**config.mk**
```make
export PLATFORM = sky130hd
export DESIGN_NAME = nonce_scanner_flat
export DESIGN_NICKNAME = d
export VERILOG_FILES = /design/src/rtl/nonce_scanner_if.sv /design/src/rtl/nonce_scanner.sv /design/src/flat_wrapper.sv
export SDC_FILE = /design/constraint.sdc
export NUM_CORES = 2
export LEC_CHECK = 0
export BUFFER_PORTS_ARGS = -buffer_cell sky130_fd_sc_hd__buf_2
export CAP_MARGIN = 10
export CORE_AREA = 2 2 375 377
export DETAILED_ROUTE_END_ITERATION = 10
export DIE_AREA = 0 0 377 379
export PLACE_DENSITY_LB_ADDON = 0.2
export SLEW_MARGIN = 20
export SYNTH_ARGS = -nofsm -noshare
export SYNTH_HDL_FRONTEND = slang
export SYNTH_SLANG_ARGS = --single-unit
```
**constraint.sdc**
```tcl
create_clock -name clk -period 85.5 [get_ports clk]
set_input_delay 8.55 -clock clk [delete_from_list [all_inputs] [get_ports clk]]
set_output_delay 8.55 -clock clk [all_outputs]
set_load 0.1 [all_outputs]
```
**src/rtl/nonce_scanner_if.sv**
```systemverilog
// Miner-side handshake of the nonce scanner: the scanner drives reset/start/nonce,
// the miner answers with done and the resulting hash.
interface nonce_scanner_if;
  logic         miner_reset;
  logic         miner_start;
  logic [31:0]  miner_nonce;
  logic         miner_done;
  logic [255:0] miner_hash;

  modport master (output miner_reset, miner_start, miner_nonce,
                  input  miner_done, miner_hash);
  modport slave  (input  miner_reset, miner_start, miner_nonce,
                  output miner_done, miner_hash);
endinterface

```
**src/rtl/nonce_scanner.sv**
```systemverilog
// Job controller in front of the miner: expands compact difficulty bits into a
// 256-bit target, then sweeps a (possibly wrapping) nonce range until a hit or exhaustion.
module nonce_scanner #(
  parameter int unsigned NONCE_STRIDE    = 1,
  parameter int unsigned WATCHDOG_CYCLES = 1024
) (
  input  logic         clk,
  input  logic         reset,
  input  logic         job_start,
  input  logic         job_abort,
  input  logic [31:0]  bits,
  input  logic [31:0]  nonce_first,
  input  logic [31:0]  nonce_last,
  output logic         busy,
  output logic         found,
  output logic         exhausted,
  output logic         error,
  output logic [31:0]  result_nonce,
  output logic [255:0] result_hash,
  output logic [255:0] target,
  output logic [31:0]  hashes_done,
  nonce_scanner_if.master miner
);
  localparam int NUM_LANES = 8;
  localparam int VEC_W     = 32;
  localparam int WD_W      = $clog2(WATCHDOG_CYCLES + 1);
  localparam logic [31:0]     STRIDE  = 32'(NONCE_STRIDE);
  localparam logic [WD_W-1:0] WD_LAST = WD_W'(WATCHDOG_CYCLES - 1);

  typedef enum logic [3:0] {
    S_IDLE, S_DECODE, S_LAUNCH, S_WAIT, S_CHECK, S_CLEAR, S_FOUND, S_EXHAUSTED, S_ERROR
  } state_t;

  typedef struct packed {
    logic [31:0] bits;
    logic [31:0] first;
    logic [31:0] last;
  } job_t;

  state_t          state_q, state_d;
  job_t            job_q;
  logic [31:0]     cur_q;
  logic [255:0]    hash_q;
  logic [WD_W-1:0] wd_q;

  // Compact target decode: mantissa placed at byte offset (E-3), zero-filled.
  logic [7:0]   exp_e;
  logic [23:0]  mant;
  logic         dec_bad;
  logic [255:0] dec_target;

  assign exp_e   = job_q.bits[31:24];
  assign mant    = job_q.bits[23:0];
  assign dec_bad = mant[23] | (mant == 24'd0) | (exp_e > 8'd32);

  always_comb begin
    if (exp_e >= 8'd3) dec_target = {232'd0, mant} << {exp_e - 8'd3, 3'b000};
    else               dec_target = {232'd0, mant} >> {8'd3 - exp_e, 3'b000};
  end

  // hash <= target, evaluated lane-wise; the most significant unequal lane decides.
  logic [NUM_LANES-1:0][VEC_W-1:0] hash_l, tgt_l;
  logic [NUM_LANES-1:0]            gt_v, eq_v;
  logic                            hash_le;

  assign hash_l = hash_q;
  assign tgt_l  = target;

  for (genvar i = 0; i < NUM_LANES; i++) begin : g_lane
    assign gt_v[i] = hash_l[i] > tgt_l[i];
    assign eq_v[i] = hash_l[i] == tgt_l[i];
  end

  always_comb begin
    hash_le = 1'b1;
    for (int i = 0; i < NUM_LANES; i++)
      if (!eq_v[i]) hash_le = !gt_v[i];
  end

  logic [31:0] rem;
  logic        wd_hit;

  assign rem    = job_q.last - cur_q;
  assign wd_hit = (wd_q == WD_LAST);

  always_comb begin
    state_d = state_q;
    if (job_abort) begin
      state_d = S_IDLE;
    end else begin
      unique case (state_q)
        S_IDLE, S_FOUND, S_EXHAUSTED, S_ERROR:
          if (job_start) state_d = S_DECODE;
        S_DECODE: state_d = dec_bad ? S_ERROR : S_LAUNCH;
        S_LAUNCH: state_d = S_WAIT;
        S_WAIT: begin
          if (miner.miner_done) state_d = S_CHECK;
          else if (wd_hit)      state_d = S_ERROR;
        end
        S_CHECK: begin
          if (hash_le)              state_d = S_FOUND;
          else if (rem < STRIDE)    state_d = S_EXHAUSTED;
          else                      state_d = S_CLEAR;
        end
        S_CLEAR: state_d = S_LAUNCH;
        default: state_d = S_IDLE;
      endcase
    end
  end

  always_ff @(posedge clk or posedge reset) begin
    if (reset) state_q <= S_IDLE;
    else       state_q <= state_d;
  end

  // Outputs are registered from the next state so they line up with state_q.
  always_ff @(posedge clk or posedge reset) begin
    if (reset) begin
      busy              <= 1'b0;
      found             <= 1'b0;
      exhausted         <= 1'b0;
      error             <= 1'b0;
      result_nonce      <= '0;
      result_hash       <= '0;
      target            <= '0;
      hashes_done       <= '0;
      miner.miner_reset <= 1'b1;
      miner.miner_start <= 1'b0;
      miner.miner_nonce <= '0;
      job_q             <= '0;
      cur_q             <= '0;
      hash_q            <= '0;
      wd_q              <= '0;
    end else begin
      busy              <= state_d inside {S_DECODE, S_LAUNCH, S_WAIT, S_CHECK, S_CLEAR};
      found             <= (state_d == S_FOUND);
      exhausted         <= (state_d == S_EXHAUSTED);
      error             <= (state_d == S_ERROR);
      miner.miner_start <= state_d inside {S_LAUNCH, S_WAIT, S_CHECK};
      miner.miner_reset <= !(state_d inside {S_LAUNCH, S_WAIT, S_CHECK});

      if (state_d == S_DECODE) begin
        job_q        <= '{bits: bits, first: nonce_first, last: nonce_last};
        cur_q        <= nonce_first;
        hashes_done  <= '0;
        result_nonce <= '0;
        result_hash  <= '0;
      end

      if (state_q == S_DECODE && state_d == S_LAUNCH) target <= dec_target;

      if (state_d == S_LAUNCH) begin
        miner.miner_nonce <= cur_q;
        wd_q              <= '0;
      end else if (state_q == S_WAIT) begin
        wd_q <= wd_q + WD_W'(1);
      end

      // Gated on the next state so an abort in the same cycle drops the result.
      if (state_q == S_WAIT && state_d == S_CHECK) begin
        hash_q <= miner.miner_hash;
        if (hashes_done != 32'hFFFF_FFFF) hashes_done <= hashes_done + 32'd1;
      end

      if (state_q == S_CHECK) begin
        if (state_d == S_FOUND) begin
          result_nonce <= cur_q;
          result_hash  <= hash_q;
        end
        if (state_d == S_CLEAR) cur_q <= cur_q + STRIDE;
      end
    end
  end
endmodule

```
**src/flat_wrapper.sv**
```systemverilog
// flat-port wrapper written by rule: the top's interface ports become plain ports
module nonce_scanner_flat 
#(
  parameter int unsigned NONCE_STRIDE    = 1,
  parameter int unsigned WATCHDOG_CYCLES = 1024
)
  (clk, reset, job_start, job_abort, bits, nonce_first, nonce_last, busy, found, exhausted, error, result_nonce, result_hash, target, hashes_done, miner_miner_reset, miner_miner_start, miner_miner_nonce, miner_miner_done, miner_miner_hash);
  nonce_scanner_if miner_i ();
  input  logic clk;
  input  logic reset;
  input  logic job_start;
  input  logic job_abort;
  input  logic [31:0] bits;
  input  logic [31:0] nonce_first;
  input  logic [31:0] nonce_last;
  output logic busy;
  output logic found;
  output logic exhausted;
  output logic error;
  output logic [31:0] result_nonce;
  output logic [255:0] result_hash;
  output logic [255:0] target;
  output logic [31:0] hashes_done;
  output wire logic [$bits(miner_i.miner_reset)-1:0] miner_miner_reset;
  output wire logic [$bits(miner_i.miner_start)-1:0] miner_miner_start;
  output wire logic [$bits(miner_i.miner_nonce)-1:0] miner_miner_nonce;
  input wire logic [$bits(miner_i.miner_done)-1:0] miner_miner_done;
  input wire logic [$bits(miner_i.miner_hash)-1:0] miner_miner_hash;
  assign miner_miner_reset = miner_i.miner_reset;
  assign miner_miner_start = miner_i.miner_start;
  assign miner_miner_nonce = miner_i.miner_nonce;
  assign miner_i.miner_done = miner_miner_done;
  assign miner_i.miner_hash = miner_miner_hash;
  nonce_scanner #(.NONCE_STRIDE(NONCE_STRIDE), .WATCHDOG_CYCLES(WATCHDOG_CYCLES)) u_core (.clk(clk), .reset(reset), .job_start(job_start), .job_abort(job_abort), .bits(bits), .nonce_first(nonce_first), .nonce_last(nonce_last), .busy(busy), .found(found), .exhausted(exhausted), .error(error), .result_nonce(result_nonce), .result_hash(result_hash), .target(target), .hashes_done(hashes_done), .miner(miner_i));
endmodule
```
# ---- Word level (Yosys, flattened, before mapping)
# Index checks and enable logic that the tools add are counted.
dict set report classes {
  add_sub_neg 6
  order_cmp 11
  n_eq_ne 26
  shifts 2
  muxes 31
  bitwise 2
  n_reduce_logical 17
}
# cell n
set ops {}
lappend ops {{2-to-1 mux 256 bit} 4}
lappend ops {{2-to-1 mux 32 bit} 9}
lappend ops {{equality test 32 bit} 8}
lappend ops {{> comparator 32 bit} 8}
lappend ops {{<< shifter 24 x 11 -> 256 bit} 1}
lappend ops {{right shift 24 x 11 -> 256 bit} 1}
lappend ops {{adder 32 x 1 -> 32 bit (second input constant)} 2}
lappend ops {{equality test 4 x 3 -> 1 bit (second input constant)} 8}
lappend ops {{< comparator 32 x 1 -> 1 bit (second input constant)} 1}
lappend ops {{inequality test 32 bit (second input constant)} 1}
lappend ops {{subtractor 32 bit} 1}
lappend ops {{zero test 24 bit} 1}
lappend ops {{2-to-1 mux 4 bit} 6}
lappend ops {{one-hot mux 4 bit (6 select lines)} 1}
lappend ops {{2-to-1 mux 11 bit} 2}
lappend ops {{equality test 4 x 2 -> 1 bit (second input constant)} 4}
lappend ops {{adder 11 x 1 -> 11 bit (second input constant)} 1}
lappend ops {{equality test 11 x 10 -> 1 bit (second input constant)} 1}
lappend ops {{zero test 1 bit} 9}
lappend ops {{equality test 4 x 1 -> 1 bit (second input constant)} 2}
lappend ops {{equality test 4 bit (second input constant)} 2}
lappend ops {{>= comparator 8 x 2 -> 1 bit (second input constant)} 1}
lappend ops {{> comparator 8 x 6 -> 1 bit (second input constant)} 1}
lappend ops {{2-to-1 mux 1 bit} 8}
lappend ops {{10 further kinds} 12}
dict set report word_totals {
  register_bits 981
  input_bits 357
  output_inout_bits 614
  word_cells 112
}

# ---- Depth between registers and ports, before layout
dict set report depth {
  word_depth 17
  mapped_depth 18
  mapped_depth_nobuf 15
}

# ---- Worst setup path after synthesis
# OpenSTA, ideal clock, no wires.
dict set report synth_timing {
  path_kind {input -> register}
  from {input port miner_miner_done}
  to {register u_core.hashes_done[26]}
  setup_time_ns 0.163
  arrival_ns 10.724
  t_required_ns 85.337
  path_slack_ns 74.613
  stages 12
  path_buffers 4
  path_cell_list {and3b_1 > o21ai_0 > a211o_1 > or4b_1 > clkbuf_1 > a31o_1 > buf_2 > and2_1 > buf_2 > buf_2 > o21ai_0 > o31ai_1}
}
dict set report synth_between {
  elab_chain_cells 7
  word_cells_on_any_way 9
  classes_between {eq/ne (2); mux (6); reduce/logical (1)}
}
# element line_no
set synth_rtl {}
lappend synth_rtl {{start, declared} flat_wrapper.sv:27} ;# input wire logic [$bits(miner_i.miner_done)-1:0] miner_miner_done;
lappend synth_rtl {{2-to-1 mux 4 bit (*)} nonce_scanner.sv:97} ;# if (miner.miner_done) state_d = S_CHECK;
lappend synth_rtl {{one-hot mux 4 bit (6 select lines) (*)} nonce_scanner.sv:91} ;# unique case (state_q)
lappend synth_rtl {{2-to-1 mux 4 bit (*)} nonce_scanner.sv:88} ;# if (job_abort) begin
lappend synth_rtl {{equality test 4 x 1 -> 1 bit} nonce_scanner.sv:142} ;# if (state_d == S_DECODE) begin
lappend synth_rtl {{2-to-1 mux 32 bit} nonce_scanner.sv:142}
lappend synth_rtl {{2-to-1 mux 32 bit} nonce_scanner.sv:162} ;# if (hashes_done != 32'hFFFF_FFFF) hashes_done <= hashes_done + 32'd1;
lappend synth_rtl {{2-to-1 mux 32 bit (*)} nonce_scanner.sv:160} ;# if (state_q == S_WAIT && state_d == S_CHECK) begin
lappend synth_rtl {{end signal, assigned} nonce_scanner.sv:162}
lappend synth_rtl {{end, declared} nonce_scanner.sv:21} ;# output logic [31:0] hashes_done,
# Every way passes the cells marked *; elsewhere a longest branch is shown, timed or not.
# A chain may end at the register's enable or synchronous reset.

==> flow_metrics.py <==
metrics = {
    "clock_tree": {
        "cts_buffer_depth": 3,
        "cts_resized": 0,
        "clk_pin_slew_ns": 0.06,
        "cts_sinks": 981,
        "hold_buffers": 0,
        "numCtsBuffers": 112,
        "h-tree-depth": 3,
        "clkLatencyLatePin_ns": 0.76,
        "cts_tree": "yes",
        "cts_root_buf": "clkbuf_16",
        "cts_setup_buffers": 0,
    },
    "yosys": {
        "synth_fp_nets": 5368,
        "synthDominantCellAreaShare": 0.519,
        "synth_seq_cells": 981,
        "synth-edff-count": 0,
        "synth_area_um2": 47300,
        "yosys-top-cells-area": "dfrtp_1 (52%), nand2_1 (8.0%), ha_1 (7.8%)",
        "synth-async-reset-ratio": 1.00,
        "synth.avg_cell_area_um2": 10.0,
        "ys_seq_area_frac": 0.519,
        "synth_most_common_cell": "nand2_1",
        "netlist_instances": 4717,
        "synth_ff_type": "dfrtp_1",
        "synth.top_cells.by_count": "nand2_1 (1013), dfrtp_1 (980), inv_1 (318), a22o_1 (309), ha_1 (293)",
        "synth_top_area_cell": "dfrtp_1",
        "synth.distinct_cells": 90,
        "ys_warn_count": 0,
    },
    "floorplanning": {
        "coreArea_um2": 139000,
        "die-area_um2": 143000,
        "rows": 137,
        "ioPinCount": 971,
        "start_util": 0.341,
        "die_w_um": 377,
        "die_h_um": 379,
    },
    "hold_path": {
        "hold_end": "u_core.result_hash[62]$_DFF_PP0_",
        "hp-class": "reg -> reg",
        "hold_depth": 1,
        "hold_start": "u_core.hash_l[62]$_DFFE_PP0N_",
    },
    "route": {
        "dr_wl_met3_mm": 17.2,
        "vias": 41154,
        "drtIter0Drc": 3465,
        "ant_nets": 0,
        "drc": 0,
        "dr.pass1.iters": 5,
        "routed_wirelength_mm": 208,
        "met2_length_mm": 95.9,
        "wl_met1_mm": 85.2,
        "routed_via_density": 5.48,
        "routedWlPerCell_um": 27.8,
        "top_layer_used": "met5",
    },
    "place": {
        "globalplace.congestion": 0.931,
        "dp_hpwl_mm": 158,
        "portBuffers": 970,
    },
    "setup_path": {
        "crit_type": "in -> async",
        "worstPathArrival_ns": 12.63,
        "slowest_stage": "buf_4",
        "rr_startpoint": "u_core.target[143]$_DFFE_PP0P_",
        "crit_top_cell": "buf_4",
        "critPathRequiredTime_ns": 86.19,
        "critPathMaxFanout": 107,
        "path_cells": "buf_2 > inv_8 > buf_4 > buf_4 > buf_4 > buf_4",
        "rr_endpoint": "u_core.result_hash[117]$_DFF_PP0_",
        "ff2ff_setup_slack_ns": 78.90,
        "start_kind": "primary input",
        "cp_top_family": "buffers and inverters",
        "cp-startpoint": "reset",
        "r2r.worst_path.cells": 15,
        "cp.buffers_inverters": 6,
        "max_stage_delay_ns": 0.87,
        "end_kind": "async pin",
    },
    "timing": {
        "max_slew.worst_pin.slew_ns": 1.15,
        "hold_ws_ns": 0.470,
        "finalSetupViolCount": 0,
        "period_needed_ns": 11.94,
        "max_slew_margin": 0.231,
        "fin_setup_tns_ns": 0,
        "timing.final.crit_share": 0.140,
        "hold_viol_final": 0,
        "fmax_ghz": 0.0837,
        "rsz0062_at_grt": "false",
        "finalMaxSlewViolations": 0,
        "worst_clock_skew_ns": 0.0769,
    },
    "cells_and_area": {
        "post_route_cells_drive_above_1_share": 0.234,
        "nNetsFinal": 6238,
        "syn2layout_area_growth_pct": 22.3,
        "fillers": 13748,
    },
    "grt": {
        "grt_pass1_wl_mm": 294,
        "grt_usage": 0.283,
        "grt_max_degree": 180,
        "grt_pass1_vias": 39646,
        "antenna_found_initial": 50,
        "grt_overflow": 0,
    },
    "power_and_ir_drop": {
        "ir_worst_vdd_v": 0.0000237,
        "p_leak_nw": 30.2,
        "powerDensity_nw_per_um2": 39.8,
        "p_total_mw": 2.30,
    },
    "run": {
        "cap_violations": 0,
    },
    "status": {
        "status": "completed",
    },
}
## sequential cells by signal (all words and copies together) (netlist names)
signal                    count
u_core.hash_l               256
u_core.result_hash          256
u_core.target               256
u_core.job_q                 56
u_core.cur_q                 32
u_core.hashes_done           32
u_core.miner.miner_nonce     32
u_core.result_nonce          32
u_core.wd_q                  11
u_core.exp_e                  8
u_core.state_q                4
u_core.busy                   1
u_core.error                  1
u_core.exhausted              1
u_core.found                  1
u_core.miner.miner_reset      1
u_core.miner.miner_start      1
## layout by cell type (no fill, tap or decap), drive strengths merged, types with 46 or more instances in the layout
cell type,count
nand4,65
inv,323
ha,293
clkbuf,157
dfrtp,980
o21ai,178
nor3,55
a21oi,181
nor2,205
buf,1018
a22o,309
o22ai,75
a22oi,46
nand3,66
mux2,100
nand2,1013
o32ai,80
## per-stage QoR
step,instances,worst slack (ns),area [µm²],utilization
global placement,7278,72.67,53700,0.387
finish,7506,73.56,57800,0.417
CTS,7478,73.36,57700,0.416
global route,7494,72.88,57800,0.416
floorplan,4717,49.35,47300,-
detailed placement,7278,72.58,53700,0.387
## report_power, final
group | internal (mW) | switching (mW)
combinational | 0.230 | 0.885
clock | 0.312 | 0.214
sequential | 0.561 | 0.0987
total | 1.10 | 1.20
## final cells by class
class | count | area (µm²) | area share
sequential | 981 | 24500 | 0.424
multi-input combinational | 3153 | 20400 | 0.353
timing repair buffer | 1018 | 5300 | 0.0916
clock buffer | 157 | 3230 | 0.0559
tap | 1807 | 2260 | 0.0391
inverter | 321 | 1220 | 0.0212
clock inverter | 43 | 762 | 0.0132
antenna | 26 | 65.1 | 0.00112
## routing by layer
metal  vias to the layer above  GRT usage
li1                      18464          -
met1                     20596      0.361
met2                      1658      0.451
met3                       396     0.0790
met4                        40      0.119
met5                         -          0
## worst max-delay path by stage
stage          cells after the start                                end
6_report                           6  u_core.result_hash[250]$_DFF_PP0_
4_1_cts                            6     u_core.hash_l[251]$_DFFE_PP0N_
3_5_place_dp                       6     u_core.hash_l[217]$_DFFE_PP0N_
5_1_grt                            6  u_core.result_hash[222]$_DFF_PP0_
2_1_floorplan                      1              u_core.busy$_DFF_PP0_
3_3_place_gp                       6     u_core.hash_l[217]$_DFFE_PP0N_
## kinds of logic (layout without fill, tap and decap cells)
logic type,count (synthesis),in the layout,synth area share
and+or+nand+nor,1579,1579,0.144
AOI/OAI and AO/OA,1118,1118,0.170
DFF,981,981,0.519
buffers and inverters,583,1539,0.0521
adders and majority gates,294,294,0.0779
muxes,133,133,0.0308
xor gates and xnor gates,29,29,0.00537
other,0,26,0
Power figures use the tool's default switching activity.
